==> config.mk <==
export PLATFORM = sky130hd
export DESIGN_NAME = one_hot
export DESIGN_NICKNAME = d
export VERILOG_FILES = /design/src/rtl/one_hot.sv
export SDC_FILE = /design/constraint.sdc
export NUM_CORES = 1
export LEC_CHECK = 0
export ABC_CLOCK_PERIOD_IN_PS = 800
export BUFFER_PORTS_ARGS = -buffer_cell sky130_fd_sc_hd__buf_2
export CORE_AREA = 2 2 39 41
export CTS_CLUSTER_SIZE = 8
export DETAILED_ROUTE_END_ITERATION = 6
export DIE_AREA = 0 0 41 43
export PLACE_DENSITY = 0.69
export SLEW_MARGIN = 20
export SYNTH_ARGS = -nofsm -noshare
export SYNTH_HDL_FRONTEND = slang
export SYNTH_SLANG_ARGS = --single-unit
==> constraint.sdc <==
create_clock -name clk -period 0.8 [get_ports clk]
set_input_delay 0.04 -clock clk [delete_from_list [all_inputs] [get_ports clk]]
set_output_delay 0.04 -clock clk [all_outputs]
set_load 0.05 [all_outputs]
==> src/rtl/one_hot.sv <==
// Registered one-hot to binary encoder: reports the lowest set bit of data_in
// and classifies the word as zero, single-hot (valid) or multi-hot.
module one_hot #(
  parameter int N = 4
) (
  input  logic               clk,
  input  logic               rst_n,
  input  logic [(1<<N)-1:0]  data_in,
  output logic [N-1:0]       out,
  output logic               valid,
  output logic               zero,
  output logic               multi
);

  localparam int W = 1 << N;

  // seen[k]: some bit below k is set; many[k]: at least two bits below k are set.
  // Together they form the saturating 0/1/2+ bit count.
  logic [W:0]   seen;
  logic [W:0]   many;
  logic [W-1:0] first;
  logic [N-1:0] idx_next;
  logic         valid_next;
  logic         zero_next;
  logic         multi_next;

  assign seen[0] = 1'b0;
  assign many[0] = 1'b0;

  genvar gi;
  generate
    for (gi = 0; gi < W; gi++) begin : gen_scan
      assign first[gi]  = data_in[gi] & ~seen[gi];
      assign seen[gi+1] = seen[gi] | data_in[gi];
      assign many[gi+1] = many[gi] | (seen[gi] & data_in[gi]);
    end
  endgenerate

  // first[] has at most one bit set, so OR-ing indices yields the lowest set bit.
  always_comb begin
    idx_next = '0;
    for (int i = 0; i < W; i++) begin
      if (first[i]) begin
        idx_next = idx_next | N'(i);
      end
    end
  end

  assign zero_next  = ~seen[W];
  assign multi_next = many[W];
  assign valid_next = seen[W] & ~many[W];

  always_ff @(posedge clk or negedge rst_n) begin
    if (!rst_n) begin
      out   <= '0;
      valid <= 1'b0;
      zero  <= 1'b0;
      multi <= 1'b0;
    end else begin
      out   <= idx_next;
      valid <= valid_next;
      zero  <= zero_next;
      multi <= multi_next;
    end
  end

endmodule

==> results of run 1 <==
==> area by class of cell <==
class | count | area [sq um]
clock buffer | 4 | 26.3
fill | 111 | 350
tap | 16 | 20.0
inverter | 4 | 15.0
multi-input combinational | 53 | 402
sequential | 7 | 175
timing repair buffer | 49 | 395
==> through the flow <==
stage	util	worst slack, ns	std cells
global placement	0.610	-0.854	125
finish	0.747	-0.665	133
global route	0.747	-0.721	133
floorplan	-	-0.717	64
detailed placement	0.610	-0.882	125
CTS	0.690	-0.606	130
==> cells by family (layout without fill, tap and decap cells) <==
family          count (synthesis)  in the layout  synth area share
compound gates                 22             22             0.292
fa+ha+maj                       1              1            0.0223
buf+inv                         4             57            0.0297
flops                           7              7             0.347
simple gates                   30             30             0.309
==> registers in the layout, summed over array words and instances (netlist names) <==
name,flops
out,4
multi,1
valid,1
zero,1
==> metal layers <==
metal,vias to the layer above,GRT usage
met2,28,0.347
li1,353,-
met3,5,0.0524
met4,0,0.140
met5,-,0
met1,319,0.221
==> power by group through the flow <==
stage | registers (mW) | clock network [mW] | logic (mW)
global placement | 0.369 | 0 | 0.285
detailed placement | 0.369 | 0 | 0.292
CTS | 0.365 | 0.335 | 0.319
finish | 0.366 | 0.324 | 0.339
floorplan | 0.399 | 0 | 0.0751
global route | 0.365 | 0.355 | 0.364
==> final timing paths <==
kind / from / endpoint / depth (start not counted)
setup / recovery: data_in[3] / multi / 6
hold / removal: data_in[3] / out[2] / 3
max in group asynchronous: rst_n / out[1] / 2
min in group asynchronous: rst_n / zero / 2
==> critical path, stage by stage <==
cell and delay [ns]:
buf_6 0.09, or4_4 0.52, maj3_2 0.32, o21ai_2 0.15
o2111ai_2 0.16, or3_1 0.32
==> placed cells by master (no fill, tap or decap), drive strengths merged, types with 2 or more instances in the layout <==
cell,synthesis,final
nor2,12,12
a31oi,2,2
nand3,2,2
nor3,2,2
nor4,4,4
buf,0,48
or2,2,2
a21oi,6,6
a211oi,3,3
inv,4,4
nand2,3,3
clkbuf,0,4
or3,3,3
dfrtp,7,7
o21ai,4,4
==> timing repair <==
action / CTS / global route
endpoints found under the hold margin: 7 / 0
buffers inserted: 0 / 3
setup endpoints to repair: 12 / 13
resized for setup: 22 / 12
hold buffers: 1 / 0
pin swaps: 2 / 5
==> impl_results.md, run 1 <==
- Post-synthesis cell area: 505 sq um
- Clk pwr share: 0.315
- DRT antenna net count: 0
- Run status: complete, but fails checks
- Remaining Overflow, GRT: 0
- WL/cell: 12.6 microns
- Core area: 1380 sq um
- Wire length on met3: 88 microns
- Leak: 0.458 nW
- Setup violators final: 13
- Worst vdd ir: 0.000704 V
- Largest net degree at the start of global routing: 8
- Total clock buffers created by CTS: 3
- Reg power frac: 0.356
- Drc violations: 0
- GRT Overall Usage: 0.211
- First-pass GRT wire length: 2470 microns
- Hold_ws: 0.0421 ns
- Nets: 136
- FP Rows: 14
- Fin crit period: 1.47 ns
- Top_reg_cell synth: dfrtp_1
- Die X-Extent: 41 microns
- Worst setup EP type: flop
- Uppermost routed layer: met4
- Area of the die: 1760 sq um
- DRT Pass-1 Iters: 6
- Area post-placement: 845 sq um
- CTS tree: done
- Area Growth Syn to Fin: 104%
- Count leader, synth: nor2_1
- Slew headroom: 0.731
- Routed WL: 1680 microns
- Dpl hpwl: 1220 microns
- Layout cells sized above 1: 0.573
- Syn Area/Cell: 7.90 sq um
- Cell Int Power: 0.716 mW
- CTS root buf: clkbuf_4
- Switching power: 0.312 mW
- Gpl congestion: 0.745
- Commonest cells in the netlist: nor2_1 (12), dfrtp_1 (7), a21oi_1 (6), inv_1 (4)
- Port buffer count: 24
- Tot Pwr: 1.03 mW
- CTS sink count: 7
- Distinct cells, synth: 25
- Initial antenna violation count: 0
- Fin. Hold Viols: 0
- Worst slew pin tran: 0.398 ns
- Synth warn: 0
- DIE HEIGHT: 43 microns
- Required time of the critical path: 0.94 ns
- Seq/Total Area, Yosys: 0.347
- Detailed Route Iter0 Violations: 7
- Top-level port count: 25
- Routed via count: 705
- H-Tree Depth: 1
- Post-Syn Instances: 64
- Sw Share: 0.304
- CP Max Fanout: 2
- Fmax achieved: 0.682 GHz
- Vias in the first global route: 633
- RSZ-0062 raised after global routing: yes
- Met2 wire len: 896 microns
- Failing checks: setup timing
- Max-cap viol count: 0
- Critical Path AT: 1.60 ns
- Final Max Slew Viols: 0
- Setup TNS Final: -2.31 ns
- Synth top area share: 0.347
- Clk slew on worst S/H paths: 0.05 ns
- Cell area after layout: 1030 sq um
- Post-Syn Nets: 82
- Period utilisation layout: 1.83
- Fin worst setup slack: -0.665 ns
- Critical setup path kind: input pin to flop
- Clock buffer depth: 2
- # diodes: 0
- Vias per cell: 5.30
- Hold/Removal Path Class: input pin to flop
- Starting density of the core: 0.365
- M1 wire length: 652 microns
- Main area contributors after synthesis: dfrtp_1 (35%), nor2_1 (8.9%), a21oi_1 (5.9%)
- Synthesized flop and latch total: 7
- CP Launch Type: input pin
- Comb pwr share: 0.330
- Number of synthesized flops with an enable pin: 0
- Area leader, netlist: dfrtp_1
- PwrDens: 995 nW/um^2
- FFs w/ async S/R, synth: 1.00
Power figures use the tool's default switching activity.
==> run 2, diff against run 1 <==
--- a/config.mk
+++ b/config.mk
@@ -7,8 +7,8 @@
 export LEC_CHECK = 0
-export ABC_CLOCK_PERIOD_IN_PS = 800
+export ABC_CLOCK_PERIOD_IN_PS = 1460
 export BUFFER_PORTS_ARGS = -buffer_cell sky130_fd_sc_hd__buf_2
-export CORE_AREA = 2 2 39 41
+export CORE_AREA = 8 8 45 47
 export CTS_CLUSTER_SIZE = 8
 export DETAILED_ROUTE_END_ITERATION = 6
-export DIE_AREA = 0 0 41 43
+export DIE_AREA = 0 0 53 55
 export PLACE_DENSITY = 0.69
==> constraint.sdc (replaced) <==
create_clock -name clk -period 1.46 [get_ports clk]
set_input_delay 0.073 -clock clk [delete_from_list [all_inputs] [get_ports clk]]
set_output_delay 0.073 -clock clk [all_outputs]
set_load 0.1 [all_outputs]
==> run 2 against run 1 <==
The run now ends clean. Total power is 47% lower. First-iteration DRC count grew to 2.6 times the previous value. Combinational power is 50% lower. Final area is 18% lower.
==> impl_results.md, run 2 (same netlist as run 1, synthesis figures left out) <==
- CP Max Fanout: 3
- CP Launch Type: input pin
- Clk slew on worst S/H paths: 0.05 ns
- Core area: 1380 sq um
- Fmax achieved: 0.686 GHz
- Number of fill cells in the layout: 142
- First-pass GRT wire length: 2490 microns
- Largest net degree at the start of global routing: 8
- GRT Overall Usage: 0.114
- RSZ-0062 raised after global routing: yes
- Top-level port count: 25
- Detailed Route Iter0 Violations: 18
- CP max stage delay: 0.53 ns
- Dpl hpwl: 1360 microns
- Place WS: -0.317 ns
- Cell area after layout: 850 sq um
- Required time of the critical path: 1.59 ns
- Starting density of the core: 0.365
- Hold_ws: 0.0475 ns
- DIE HEIGHT: 55 microns
- Initial antenna violation count: 0
- CTS root buf: clkbuf_4
- Port buffer count: 24
- WL/cell: 12.4 microns
- Most common cell after layout, fill and taps aside: buf_2
- Routed via count: 664
- Register bank with the most flops: out
- Hold/Removal Path Class: input pin to flop
- Drc violations: 0
- Slew headroom: 0.677
- CP max-delay cell: or4_4
- CP cell instances: buf_6, or4_4, maj3_2, o21ai_2, o2111ai_2, or3_1
- Most frequent cells in the layout: buf_2 (22), buf_4 (19), nor2_1 (12)
- Worst vdd ir: 0.000443 V
- Nets: 131
- CTS sink count: 7
- Setup violators final: 0
- Area Growth Syn to Fin: 68.1%
- Placed insts: 123
- Layout cells sized above 1: 0.482
- Area post-placement: 788 sq um
- Die X-Extent: 53 microns
- Run status: finished clean
- Gpl congestion: 0.784
- Clock buffer depth: 2
- Period utilisation layout: 0.998
- Routed WL: 1590 microns
- Vias in the first global route: 636
- PwrDens: 642 nW/um^2
- Fin worst setup slack: 0.00238 ns
- Vias per cell: 5.19
- Non-Filler Instances: 128
- Worst setup EP type: flop
- # diodes: 0
- Critical setup path kind: input pin to flop
- Area of the die: 2920 sq um
- DRT antenna net count: 0
- Final Max Slew Viols: 0
- CTS tree: done
- Crit-path leading delay family: simple AND/OR/NAND/NOR gates
- Max-cap viol count: 0
- Total clock buffers created by CTS: 3
- Leak: 0.406 nW
- Fin. Hold Viols: 0
- CP Buf/Inv Count: 1
- Remaining Overflow, GRT: 0
- FP Rows: 14
- Fin crit period: 1.46 ns
- Worst slew pin tran: 0.489 ns
- Critical Path AT: 1.59 ns
- Number of flip-flops in the largest register: 4
- DRT Pass-1 Iters: 4
- H-Tree Depth: 1
- Tot Pwr: 0.545 mW
==> run 2: changes by cell type in the layout (fill, tap and decap cells not counted), sizes merged <==
cell,change
buf,-5
==> run 2: what timing repair did <==
action | 4_1_cts | 5_1_grt
setup endpoints to repair | 2 | 2
hold buffers | 1 | 0
setup buffers | 0 | 0
resized for setup | 1 | 4
hold endpoints to repair | 7 | 0
==> run 2: area by class of cell <==
cell class              count  area (sq um)  area share
clock buffers               4          26.3      0.0309
multi-input cells          53           328       0.386
well taps                  16          20.0      0.0236
repair buffers             44           285       0.336
flip-flops and latches      7           175       0.206
inverters                   4          15.0      0.0177
==> run 2: per-stage QoR <==
stage          setup TNS (ns)  utilization
4_1_cts               -0.0153        0.600
6_report                    0        0.614
3_5_place_dp           -0.605        0.570
3_3_place_gp           -0.444        0.570
5_1_grt               -0.0895        0.614
2_1_floorplan         -0.0896            -
==> run 2: final timing paths <==
path / startpoint / to / depth (start not counted)
setup / recovery: data_in[3] / multi / 6
hold / removal: data_in[15] / zero / 2
max in group asynchronous: rst_n / out[1] / 2
min in group asynchronous: rst_n / zero / 2
==> run 2: routing by layer <==
metal  share of wire  global-route usage
met5               0                   0
met3           0.076              0.0374
met2            0.50               0.213
met1            0.41               0.112
met4           0.012              0.0517
==> run 2: power by group <==
group	switching (mW)	internal, mW	leakage (nW)
registers	0.000651	0.198	0.0900
clock network	0.0737	0.104	0.0150
logic	0.0966	0.0713	0.301
total	0.171	0.374	0.406
